[config.mk]
export PLATFORM = sky130hd
export DESIGN_NAME = postfix_eval_flat
export DESIGN_NICKNAME = d
export VERILOG_FILES = /design/src/rtl/postfix_pkg.sv /design/src/rtl/postfix_eval_if.sv /design/src/rtl/postfix_alu.sv /design/src/rtl/postfix_eval.sv /design/src/flat_wrapper.sv
export SDC_FILE = /design/constraint.sdc
export NUM_CORES = 1
export LEC_CHECK = 0
export ABC_CLOCK_PERIOD_IN_PS = 85300
export CELL_PAD_IN_SITES_DETAIL_PLACEMENT = 1
export CELL_PAD_IN_SITES_GLOBAL_PLACEMENT = 1
export CORE_MARGIN = 4
export CORE_UTILIZATION = 50
export DETAILED_ROUTE_END_ITERATION = 10
export PLACE_DENSITY = 0.84
export SYNTH_ARGS = -nofsm -noshare
export SYNTH_HDL_FRONTEND = slang
export SYNTH_SLANG_ARGS = --single-unit
[constraint.sdc]
create_clock -name CLK -period 85.3 [get_ports CLK]
set_clock_uncertainty 0.15 [all_clocks]
set_input_delay 8.53 -clock CLK [delete_from_list [all_inputs] [get_ports CLK]]
set_output_delay 8.53 -clock CLK [all_outputs]
set_load 0.01 [all_outputs]
[src/rtl/postfix_pkg.sv]
// Shared types and constants for the postfix expression evaluator.
package postfix_pkg;

    typedef enum logic [2:0] {
        IDLE,
        PUSH_NUM,
        POP_B,
        POP_A,
        CALC,
        PUSH_RES,
        POP_FINAL,
        ERR
    } state_e;

    typedef enum logic [1:0] {
        ADD,
        SUB,
        MUL,
        DIV
    } op_e;

    localparam logic [1:0] ERR_NONE      = 2'd0;
    localparam logic [1:0] ERR_MALFORMED = 2'd1;
    localparam logic [1:0] ERR_OVERFLOW  = 2'd2;
    localparam logic [1:0] ERR_DIV_ZERO  = 2'd3;

    localparam logic [7:0] ASCII_PLUS  = 8'h2B;
    localparam logic [7:0] ASCII_MINUS = 8'h2D;
    localparam logic [7:0] ASCII_STAR  = 8'h2A;
    localparam logic [7:0] ASCII_SLASH = 8'h2F;

    typedef struct packed {
        logic valid;
        op_e  op;
    } sign_dec_t;

    function automatic sign_dec_t decode_sign(input logic [7:0] c);
        sign_dec_t d;
        d.valid = 1'b1;
        d.op    = ADD;
        case (c)
            ASCII_PLUS:  d.op = ADD;
            ASCII_MINUS: d.op = SUB;
            ASCII_STAR:  d.op = MUL;
            ASCII_SLASH: d.op = DIV;
            default:     d.valid = 1'b0;
        endcase
        return d;
    endfunction

endpackage

[src/rtl/postfix_eval_if.sv]
// Push/pop handshake bus between the evaluator (master) and its stack (slave).
interface postfix_eval_if;
    logic        PUSH_STB;
    logic [31:0] PUSH_DAT;
    logic        PUSH_ACK;
    logic        POP_STB;
    logic [31:0] POP_DAT;
    logic        POP_ACK;

    modport master (
        output PUSH_STB, PUSH_DAT, POP_STB,
        input  PUSH_ACK, POP_DAT, POP_ACK
    );

    modport slave (
        input  PUSH_STB, PUSH_DAT, POP_STB,
        output PUSH_ACK, POP_DAT, POP_ACK
    );
endinterface

[src/rtl/postfix_alu.sv]
// Combinational two's-complement ALU: wrapping add/sub/mul, signed truncating divide.
module postfix_alu
    import postfix_pkg::*;
#(
    parameter int DW = 16
) (
    input  logic [DW-1:0] a_i,
    input  logic [DW-1:0] b_i,
    input  op_e           op_i,
    output logic [DW-1:0] res_o,
    output logic          div_zero_o
);

    always_comb begin
        res_o      = '0;
        div_zero_o = 1'b0;
        case (op_i)
            ADD: res_o = a_i + b_i;
            SUB: res_o = a_i - b_i;
            MUL: res_o = a_i * b_i;
            DIV: begin
                if (b_i == '0) begin
                    div_zero_o = 1'b1;
                end else begin
                    res_o = $unsigned($signed(a_i) / $signed(b_i));
                end
            end
            default: res_o = '0;
        endcase
    end

endmodule

[src/rtl/postfix_eval.sv]
// Postfix token evaluator: sequences an external stack through push/pop handshakes
// and reduces each operator with a combinational ALU.
module postfix_eval
    import postfix_pkg::*;
#(
    parameter int DW    = 16,
    parameter int DEPTH = 16
) (
    input  logic          CLK,
    input  logic          RST,
    input  logic [7:0]    IN_NUMBER,
    input  logic          IN_NUMBER_STB,
    input  logic [7:0]    IN_SIGN,
    input  logic          IN_SIGN_STB,
    output logic          BUSY,
    postfix_eval_if.master stk,
    output logic [DW-1:0] RESULT,
    output logic          RESULT_STB,
    output logic          ERROR,
    output logic [1:0]    ERR_CODE
);

    localparam int CW = $clog2(DEPTH + 1);

    state_e        state_q;
    logic          push_stb_q;
    logic          pop_stb_q;
    logic [31:0]   push_dat_q;
    logic [DW-1:0] result_q;
    logic          result_stb_q;
    logic          error_q;
    logic [1:0]    err_code_q;
    logic [CW-1:0] depth_q;
    logic [DW-1:0] a_q;
    logic [DW-1:0] b_q;
    op_e           op_q;

    sign_dec_t     sdec;
    logic          tok_end;
    logic          tok_num;
    logic          tok_sign;
    logic [DW-1:0] alu_res;
    logic          alu_div_zero;
    logic          unused_pop_hi;

    assign sdec     = decode_sign(IN_SIGN);
    // Both strobes together form the end marker, which outranks either alone.
    assign tok_end  = IN_NUMBER_STB & IN_SIGN_STB;
    assign tok_num  = IN_NUMBER_STB & ~IN_SIGN_STB;
    assign tok_sign = IN_SIGN_STB & ~IN_NUMBER_STB;

    assign unused_pop_hi = ^stk.POP_DAT[31:DW];

    postfix_alu #(
        .DW(DW)
    ) u_alu (
        .a_i        (a_q),
        .b_i        (b_q),
        .op_i       (op_q),
        .res_o      (alu_res),
        .div_zero_o (alu_div_zero)
    );

    always_ff @(posedge CLK or posedge RST) begin
        if (RST) begin
            state_q      <= IDLE;
            push_stb_q   <= 1'b0;
            pop_stb_q    <= 1'b0;
            push_dat_q   <= '0;
            result_q     <= '0;
            result_stb_q <= 1'b0;
            error_q      <= 1'b0;
            err_code_q   <= ERR_NONE;
            depth_q      <= '0;
            a_q          <= '0;
            b_q          <= '0;
            op_q         <= ADD;
        end else begin
            result_stb_q <= 1'b0;
            unique case (state_q)
                IDLE: begin
                    if (tok_end) begin
                        if (depth_q == CW'(1)) begin
                            state_q <= POP_FINAL;
                        end else begin
                            state_q    <= ERR;
                            error_q    <= 1'b1;
                            err_code_q <= ERR_MALFORMED;
                        end
                    end else if (tok_num) begin
                        if (depth_q == CW'(DEPTH)) begin
                            state_q    <= ERR;
                            error_q    <= 1'b1;
                            err_code_q <= ERR_OVERFLOW;
                        end else begin
                            push_dat_q <= 32'(IN_NUMBER);
                            state_q    <= PUSH_NUM;
                        end
                    end else if (tok_sign && sdec.valid) begin
                        if (depth_q < CW'(2)) begin
                            state_q    <= ERR;
                            error_q    <= 1'b1;
                            err_code_q <= ERR_MALFORMED;
                        end else begin
                            op_q    <= sdec.op;
                            state_q <= POP_B;
                        end
                    end
                end

                // Strobe is raised one cycle after entry and held until the ack.
                PUSH_NUM, PUSH_RES: begin
                    if (stk.PUSH_ACK) begin
                        push_stb_q <= 1'b0;
                        depth_q    <= depth_q + CW'(1);
                        state_q    <= IDLE;
                    end else begin
                        push_stb_q <= 1'b1;
                    end
                end

                POP_B: begin
                    if (stk.POP_ACK) begin
                        b_q       <= stk.POP_DAT[DW-1:0];
                        pop_stb_q <= 1'b0;
                        depth_q   <= depth_q - CW'(1);
                        state_q   <= POP_A;
                    end else begin
                        pop_stb_q <= 1'b1;
                    end
                end

                POP_A: begin
                    if (stk.POP_ACK) begin
                        a_q       <= stk.POP_DAT[DW-1:0];
                        pop_stb_q <= 1'b0;
                        depth_q   <= depth_q - CW'(1);
                        state_q   <= CALC;
                    end else begin
                        pop_stb_q <= 1'b1;
                    end
                end

                CALC: begin
                    if (alu_div_zero) begin
                        state_q    <= ERR;
                        error_q    <= 1'b1;
                        err_code_q <= ERR_DIV_ZERO;
                    end else begin
                        push_dat_q <= 32'(alu_res);
                        state_q    <= PUSH_RES;
                    end
                end

                POP_FINAL: begin
                    if (stk.POP_ACK) begin
                        result_q     <= stk.POP_DAT[DW-1:0];
                        result_stb_q <= 1'b1;
                        pop_stb_q    <= 1'b0;
                        depth_q      <= '0;
                        state_q      <= IDLE;
                    end else begin
                        pop_stb_q <= 1'b1;
                    end
                end

                ERR: begin
                    state_q <= ERR;
                end

                default: state_q <= IDLE;
            endcase
        end
    end

    assign BUSY         = (state_q != IDLE);
    assign stk.PUSH_STB = push_stb_q;
    assign stk.PUSH_DAT = push_dat_q;
    assign stk.POP_STB  = pop_stb_q;
    assign RESULT       = result_q;
    assign RESULT_STB   = result_stb_q;
    assign ERROR        = error_q;
    assign ERR_CODE     = err_code_q;

endmodule

[src/flat_wrapper.sv]
// flat-port wrapper written by rule: the top's interface ports become plain ports
module postfix_eval_flat import postfix_pkg::*;
#(
    parameter int DW    = 16,
    parameter int DEPTH = 16
)
  (CLK, RST, IN_NUMBER, IN_NUMBER_STB, IN_SIGN, IN_SIGN_STB, BUSY, RESULT, RESULT_STB, ERROR, ERR_CODE, stk_PUSH_STB, stk_PUSH_DAT, stk_POP_STB, stk_PUSH_ACK, stk_POP_DAT, stk_POP_ACK);
  postfix_eval_if stk_i ();
  input  logic CLK;
  input  logic RST;
  input  logic [7:0] IN_NUMBER;
  input  logic IN_NUMBER_STB;
  input  logic [7:0] IN_SIGN;
  input  logic IN_SIGN_STB;
  output logic BUSY;
  output logic [DW-1:0] RESULT;
  output logic RESULT_STB;
  output logic ERROR;
  output logic [1:0] ERR_CODE;
  output wire logic [$bits(stk_i.PUSH_STB)-1:0] stk_PUSH_STB;
  output wire logic [$bits(stk_i.PUSH_DAT)-1:0] stk_PUSH_DAT;
  output wire logic [$bits(stk_i.POP_STB)-1:0] stk_POP_STB;
  input wire logic [$bits(stk_i.PUSH_ACK)-1:0] stk_PUSH_ACK;
  input wire logic [$bits(stk_i.POP_DAT)-1:0] stk_POP_DAT;
  input wire logic [$bits(stk_i.POP_ACK)-1:0] stk_POP_ACK;
  assign stk_PUSH_STB = stk_i.PUSH_STB;
  assign stk_PUSH_DAT = stk_i.PUSH_DAT;
  assign stk_POP_STB = stk_i.POP_STB;
  assign stk_i.PUSH_ACK = stk_PUSH_ACK;
  assign stk_i.POP_DAT = stk_POP_DAT;
  assign stk_i.POP_ACK = stk_POP_ACK;
  postfix_eval #(.DW(DW), .DEPTH(DEPTH)) u_core (.CLK(CLK), .RST(RST), .IN_NUMBER(IN_NUMBER), .IN_NUMBER_STB(IN_NUMBER_STB), .IN_SIGN(IN_SIGN), .IN_SIGN_STB(IN_SIGN_STB), .BUSY(BUSY), .stk(stk_i), .RESULT(RESULT), .RESULT_STB(RESULT_STB), .ERROR(ERROR), .ERR_CODE(ERR_CODE));
endmodule
==> metrics.md, run 1 <==
| Metric | Value |
|---|---|
| Status | `finished, final reports clean` |
| TNS Setup | `0 ns` |
| Final hold violations | `0` |
| Final-layout fill cell count | `between 4000 and 5000` |
| Hold path startpoint | `u_core.ERROR` |
| Share of layout cells above drive strength 1 | `under 10%` |
| Commonest register cell after synthesis | `sky130_fd_sc_hd__dfrtp_1` |
| Master of the slowest instance on the critical path | `sky130_fd_sc_hd__a2111oi_0` |
| Launching instance or port of the critical path | `u_core.b_q[0]` |
| Post-CTS Resized | `0` |
| Count of mapped cells out of synthesis | `approximately 2100` |
| Routed wire length | `~61000 um` |
| Cell at the root of the clock tree | `sky130_fd_sc_hd__clkbuf_16` |
| Latest clock arrival within the worst-skew pair | `around 0.36 ns` |
| Floorplan core area | `around 33000 sq um` |
| Worst setup slack after placement | `about 47 ns` |
| Area grow syn2layout | `9.406%` |
| First-pass iteration count of the detailed router | `5` |
| Fraction of post-synthesis cell area in the top cell type by area | `15.78%` |
| Width of the die | `190.1 um` |
| Register area share after synthesis | `between 10 and 15%` |
| Overall die area | `~36000 sq um` |
| Unrepaired setup endpoints after global routing | `false` |
| Synth Register Bits | `80` |
| Number of antenna violations at the first check in global routing | `0` |
| Most common cell type on the critical path | `sky130_fd_sc_hd__ha_1` |
| Die span in y | `190.1 um` |
| Final worst setup slack | `~46 ns` |
| Number of clock buffers inserted by TritonCTS | `9` |
| Cell types occupying the most area after synthesis | `sky130_fd_sc_hd__ha_1 16%, sky130_fd_sc_hd__dfrtp_1 12%, sky130_fd_sc_hd__fa_1 9.8%, sky130_fd_sc_hd__xnor2_1 5.8%, sky130_fd_sc_hd__mux2_2 5.0%` |
| Via count of the first global-routing pass | `around 18000` |
| Transition time of the tightest slew-check pin | `~1.2 ns` |
| DR iter-0 viols | `1193` |
| Inserted Diodes | `0` |
| Clock transition at the registers of the reported paths | `~0.070 ns` |
| Minimum clock period after layout | `approximately 40 ns` |
| Hold-fix buffers, CTS | `0` |
| Final-layout worst hold slack | `roughly 0.32 ns` |
| Number of port buffers | `76` |
| All-Layer GR Usage | `around a third` |
| Maximum number of pins on one net before global-route repair | `81` |
| CTS Buffer Depth | `2` |
| Number of cell rows | `between 60 and 70` |
| Number of placed I/O pins | `between 100 and 150` |
| Via count | `about 16000` |
| Reg-to-reg startpoint | `u_core.b_q[0]` |
| Hpwl dp | `between 40000 and 50000 um` |
| Number of routed nets with antenna violations | `0` |
| Endpoint type of the worst setup path | `register` |
| Hold path cells | `1` |
| Highest attainable clock frequency | `25.18 MHz` |
| Detail-routed net length per standard cell | `23.78 um` |
| Clock tree from TritonCTS | `built` |
| Count leader, synth | `sky130_fd_sc_hd__ha_1` |
| Start-to-end type of the worst setup path | `reg2reg` |
| Asr flop ratio synth | `100.0%` |
| Critical Path AT | `approximately 40 ns` |
| Count of flip-flops with a built-in enable after synthesis | `0` |
| Synth cell count leaders | `209 x sky130_fd_sc_hd__ha_1, 203 x sky130_fd_sc_hd__nand2_1, 173 x sky130_fd_sc_hd__nor2_1, 158 x sky130_fd_sc_hd__inv_1, 123 x sky130_fd_sc_hd__a21oi_1` |
| Total setup violations reported at the end of the flow | `0` |
| Routability congestion estimate | `just over 0.9` |
| Cell type with the largest total area after synthesis | `sky130_fd_sc_hd__ha_1` |
| Final-stage net count | `approximately 2500` |
| Post-route core utilization | `about 56%` |
| Post-synthesis cell type count | `83` |
| Final period utilization | `a little under half` |
| Num Clock Sinks | `80` |
| Mean area per synthesized cell | `7.881 sq um` |
| Buffers inserted during post-CTS setup optimization | `0` |
| Highest fanout seen on the critical path | `27` |
| Data required time at the worst endpoint | `85.37 ns` |
| Initial standard-cell utilization of the core | `roughly half` |
| Fin. max-slew vios | `0` |
| Remaining Overflow, GRT | `0` |
| Critical Path Max Stage Delay | `a little over 1 ns` |
| Worst R2R Path Depth | `approximately 130` |
| Maxcap violations | `0` |
| DRC viols | `0` |
| Detail-routed via count per cell | `between 6 and 7` |
| Relative max-transition margin | `21.05%` |
| Netlist area before placement | `about 17000 sq um` |
| Wire length of the first global-routing pass | `96590 um` |
| Critical Path Source Type | `register` |
| Number of levels in the clock H-tree | `3` |
| Hold/Removal Path Class | `reg2reg` |
| Yosys warning total | `0` |
[routing by layer]
layer,part of all wire (%),track usage (%)
met5,0,0
met4,4.4,12.94
met3,5.6,4.440
met2,49,59.81
met1,41,41.00
[cell usage in the layout (no fill, tap or decap), types with 13 or more instances in the layout]
master / n
sky130_fd_sc_hd__ha_1: 209
sky130_fd_sc_hd__nand2_1: 203
sky130_fd_sc_hd__nor2_1: 173
sky130_fd_sc_hd__inv_1: 157
sky130_fd_sc_hd__a21oi_1: 123
sky130_fd_sc_hd__xnor2_1: 110
sky130_fd_sc_hd__o21ai_0: 90
sky130_fd_sc_hd__fa_1: 81
sky130_fd_sc_hd__dfrtp_1: 80
sky130_fd_sc_hd__clkdlybuf4s50_1: 76
sky130_fd_sc_hd__mux2_2: 73
sky130_fd_sc_hd__nor3_1: 70
sky130_fd_sc_hd__and2_1: 68
sky130_fd_sc_hd__xor2_1: 56
sky130_fd_sc_hd__a21o_1: 44
sky130_fd_sc_hd__nand3_1: 38
sky130_fd_sc_hd__buf_4: 38
sky130_fd_sc_hd__o21a_1: 37
sky130_fd_sc_hd__or3_1: 26
sky130_fd_sc_hd__a211oi_1: 22
sky130_fd_sc_hd__nor2b_1: 22
sky130_fd_sc_hd__or2_2: 21
sky130_fd_sc_hd__a31oi_1: 21
sky130_fd_sc_hd__o31ai_1: 21
sky130_fd_sc_hd__nand2b_1: 20
sky130_fd_sc_hd__o22ai_1: 18
sky130_fd_sc_hd__conb_1: 16
sky130_fd_sc_hd__nand4_1: 15
sky130_fd_sc_hd__o21bai_1: 13
[worst max-delay path: cells and delay by family (launching register included)]
family                     cells  cell delay, ns
AOI/OAI and AO/OA             61           17.01
xor gates and xnor gates       1            0.83
adders and majority gates     16            5.29
buffers and inverters          9            2.11
DFF                            1            0.37
muxes                          6            2.35
and+or+nand+nor               36           11.35
[cell type report]
class	count	area, sq um	area share, %
repair buffers	114	1046	5.768
inverters	158	594.3	3.277
clock buffers	9	225.2	1.242
well taps	442	553.0	3.050
clock inverters	7	126.4	0.6969
flip-flops and latches	80	2002	11.04
multi-input cells	1774	13590	74.93
[stage by stage]
step                      area [sq um]  instances
after floorplan                  16630       2118
after global placement           17780       2568
after detailed placement         17780       2568
after CTS                        18130       2584
after global routing             18130       2584
final                            18130       2584
[sequential cells by signal (all words and copies together), names as in the netlist]
| signal | count |
|---|---|
| u_core.b_q | 16 |
| u_core.depth_q | 5 |
| u_core.stk.POP_STB | 1 |
| u_core.stk.PUSH_DAT | 16 |
| u_core.RESULT_STB | 1 |
| u_core.RESULT | 16 |
| u_core.ERROR | 1 |
| u_core.ERR_CODE | 2 |
| u_core.a_q | 16 |
| u_core.op_q | 2 |
| u_core.state_q | 3 |
| u_core.stk.PUSH_STB | 1 |
[logic make-up after synthesis]
kind of cell               Yosys count  share of synthesized area (%)
adders and majority gates          290                          25.56
and+or+nand+nor                    710                          20.86
DFF                                 80                          12.08
muxes                               87                          5.835
other                                1                        0.02262
AOI/OAI and AO/OA                  503                          20.28
buffers and inverters              264                          6.447
xor gates and xnor gates           168                          8.923
[path summary, 6_finish.rpt]
path / end / slack, ns
min in group asynchronous: u_core.depth_q[4] / 8.68
setup reg to reg: u_core.stk.PUSH_DAT[15] / 45.58
setup / recovery: u_core.stk.PUSH_DAT[15] / 45.58
max in group asynchronous: u_core.a_q[6] / 75.60
hold / removal: u_core.ERROR / 0.32
hold reg to reg: u_core.ERROR / 0.32
Power of run 1 is left out: the tool's default activity adds up to more than one toggle a clock period on the data nets, which glitch-free logic cannot reach.
==> run 2: changes to the inputs <==
--- a/config.mk
+++ b/config.mk
@@ -5,13 +5,13 @@
 export SDC_FILE = /design/constraint.sdc
 export NUM_CORES = 1
 export LEC_CHECK = 0
-export ABC_CLOCK_PERIOD_IN_PS = 85300
+export ABC_CLOCK_PERIOD_IN_PS = 35100
 export CELL_PAD_IN_SITES_DETAIL_PLACEMENT = 1
 export CELL_PAD_IN_SITES_GLOBAL_PLACEMENT = 1
 export CORE_MARGIN = 4
-export CORE_UTILIZATION = 50
+export CORE_UTILIZATION = 42
 export DETAILED_ROUTE_END_ITERATION = 10
-export PLACE_DENSITY = 0.84
+export PLACE_DENSITY = 0.75
 export SYNTH_ARGS = -nofsm -noshare
 export SYNTH_HDL_FRONTEND = slang
 export SYNTH_SLANG_ARGS = --single-unit
==> constraint.sdc (replaced) <==
create_clock -name CLK -period 35.1 [get_ports CLK]
set_clock_uncertainty 0.15 [all_clocks]
set_input_delay 3.51 -clock CLK [delete_from_list [all_inputs] [get_ports CLK]]
set_output_delay 3.51 -clock CLK [all_outputs]
set_load 0.01 [all_outputs]
==> metrics.md, run 2 (synthesis results as in run 1) <==
| Metric | Value |
|---|---|
| Status | `finished, final reports clean (unchanged)` |
| Share of layout cells above drive strength 1 | `16.74% (was 8.263%)` |
| Worst R2R Path Depth | `143 (was 129)` |
| Number of cell rows | `72 (was 66)` |
| Area grow syn2layout | `19.51% (was 9.406%)` |
| Via count | `17040 (was 16430)` |
| Detail-routed net length per standard cell | `22.33 um (was 23.78 um)` |
| Overall die area | `42710 sq um (was 36130 sq um)` |
| Detail-routed via count per cell | `5.932 (was 6.360)` |
| Master of the slowest instance on the critical path | `sky130_fd_sc_hd__or4_1 (was sky130_fd_sc_hd__a2111oi_0)` |
| Hold path cells | `1 (unchanged)` |
| Latest clock arrival within the worst-skew pair | `0.38 ns (was 0.36 ns)` |
| Hold path startpoint | `u_core.ERROR (unchanged)` |
| TNS Setup | `0 ns (unchanged)` |
| Endpoint type of the worst setup path | `register (unchanged)` |
| Total setup violations reported at the end of the flow | `0 (unchanged)` |
| DR iter-0 viols | `1118 (was 1193)` |
| Reg-to-reg startpoint | `u_core.a_q[8] (was u_core.b_q[0])` |
| Floorplan core area | `38830 sq um (was 32620 sq um)` |
| Number of port buffers | `76 (unchanged)` |
| Critical Path Max Stage Delay | `0.79 ns (was 1.01 ns)` |
| Data required time at the worst endpoint | `35.20 ns (was 85.37 ns)` |
| Relative max-transition margin | `28.67% (was 21.05%)` |
| Start-to-end type of the worst setup path | `reg2reg (unchanged)` |
| Launching instance or port of the critical path | `u_core.a_q[8] (was u_core.b_q[0])` |
| Post-CTS Resized | `0 (unchanged)` |
| Buffers inserted during post-CTS setup optimization | `0 (unchanged)` |
| Sequential Area | `2002 sq um (unchanged)` |
| All-Layer GR Usage | `29.90% (was 33.51%)` |
| Unrepaired setup endpoints after global routing | `false (unchanged)` |
| Number of placed I/O pins | `109 (unchanged)` |
| Final-layout fill cell count | `4780 (was 4031)` |
| Most common cell type on the critical path | `sky130_fd_sc_hd__buf_4 (was sky130_fd_sc_hd__ha_1)` |
| Width of the die | `206.7 um (was 190.1 um)` |
| Routability congestion estimate | `0.9358 (was 0.9336)` |
| Number of levels in the clock H-tree | `3 (unchanged)` |
| Number of clock buffers inserted by TritonCTS | `9 (unchanged)` |
| Fin. max-slew vios | `0 (unchanged)` |
| Most frequent standard cell in the layout excluding fill and tap cells | `sky130_fd_sc_hd__buf_4 (was sky130_fd_sc_hd__ha_1)` |
| Critical Path AT | `32.94 ns (was 39.79 ns)` |
| Hold-fix buffers, CTS | `0 (unchanged)` |
| Hpwl dp | `50290 um (was 47180 um)` |
| Die span in y | `206.7 um (was 190.1 um)` |
| Inserted Diodes | `0 (unchanged)` |
| Wire length of the first global-routing pass | `100500 um (was 96590 um)` |
| Initial standard-cell utilization of the core | `42.69% (was 50.81%)` |
| Maxcap violations | `0 (unchanged)` |
| Clock tree from TritonCTS | `built (unchanged)` |
| Most frequent cells in the layout | `250 x sky130_fd_sc_hd__buf_4, 209 x sky130_fd_sc_hd__ha_1, 203 x sky130_fd_sc_hd__nand2_1 (was 209 x sky130_fd_sc_hd__ha_1, 203 x sky130_fd_sc_hd__nand2_1, 173 x sky130_fd_sc_hd__nor2_1)` |
| DRC viols | `0 (unchanged)` |
| First-pass iteration count of the detailed router | `5 (unchanged)` |
| Maximum number of pins on one net before global-route repair | `56 (was 81)` |
| Final hold violations | `0 (unchanged)` |
| Remaining Overflow, GRT | `0 (unchanged)` |
| Via count of the first global-routing pass | `18390 (was 17550)` |
| Multi-input logic area | `13620 sq um (was 13590 sq um)` |
| Hold/Removal Path Class | `reg2reg (unchanged)` |
| Highest fanout seen on the critical path | `13 (was 27)` |
| Highest attainable clock frequency | `30.46 MHz (was 25.18 MHz)` |
| Routed wire length | `64130 um (was 61440 um)` |
| Minimum clock period after layout | `32.83 ns (was 39.72 ns)` |
| Clock transition at the registers of the reported paths | `0.08 ns (was 0.07 ns)` |
| Number of antenna violations at the first check in global routing | `0 (unchanged)` |
| Final-stage net count | `2693 (was 2481)` |
| Critical Path Source Type | `register (unchanged)` |
| Number of routed nets with antenna violations | `0 (unchanged)` |
| Num Clock Sinks | `80 (unchanged)` |
| CTS Buffer Depth | `2 (unchanged)` |
| Final period utilization | `93.54% (was 46.56%)` |
| Transition time of the tightest slew-check pin | `1.070 ns (was 1.154 ns)` |
| Cell at the root of the clock tree | `sky130_fd_sc_hd__clkbuf_16 (unchanged)` |
==> run 2: per-stage QoR <==
step	std cells	utilization, %	setup WS, ns	hold slack, ns	area, sq um
6_report	2872	51.02	2.267	0.3087	19810
5_1_grt	2872	51.02	0.1367	0.3297	19810
4_1_cts	2872	50.96	1.861	0.3137	19790
3_5_place_dp	2856	50.16	2.087	0.2968	19480
3_3_place_gp	2856	50.16	2.903	0.2982	19480
2_1_floorplan	2118	-	4.123	0.3432	16630
==> run 2: path summary, 6_finish.rpt <==
kind | endpoint | slack (ns)
max | u_core.stk.PUSH_DAT[15] | 2.27
max in group asynchronous | u_core.b_q[2] | 30.28
min | u_core.ERROR | 0.31
min in group asynchronous | u_core.stk.PUSH_DAT[0] | 3.37
min reg2reg | u_core.ERROR | 0.31
max reg2reg | u_core.stk.PUSH_DAT[15] | 2.27
==> run 2: worst max-delay path, delay by kind of cell (launching register included) <==
kind / cells / cell delay (ns)
compound gates: 61 / 13.89
simple gates: 40 / 7.90
fa+ha+maj: 16 / 4.85
buf+inv: 20 / 3.48
mux: 5 / 1.50
flops: 1 / 0.68
xor+xnor: 1 / 0.21
==> run 2: per-layer routing <==
layer  track usage, %  routed length [um]
met1            37.90               27370
met5                0                   0
met2            52.77               30930
met3            3.390                3354
met4            10.41                2474
==> run 2: area by class of cell <==
class,instances,share of cell area [%]
multi-input cells,1774,68.74
repair buffers,326,13.32
flip-flops and latches,80,10.11
well taps,518,3.272
inverters,158,3.000
clock buffers,9,1.137
clock inverters,7,0.4295
Power of run 2 is left out for the same reason.
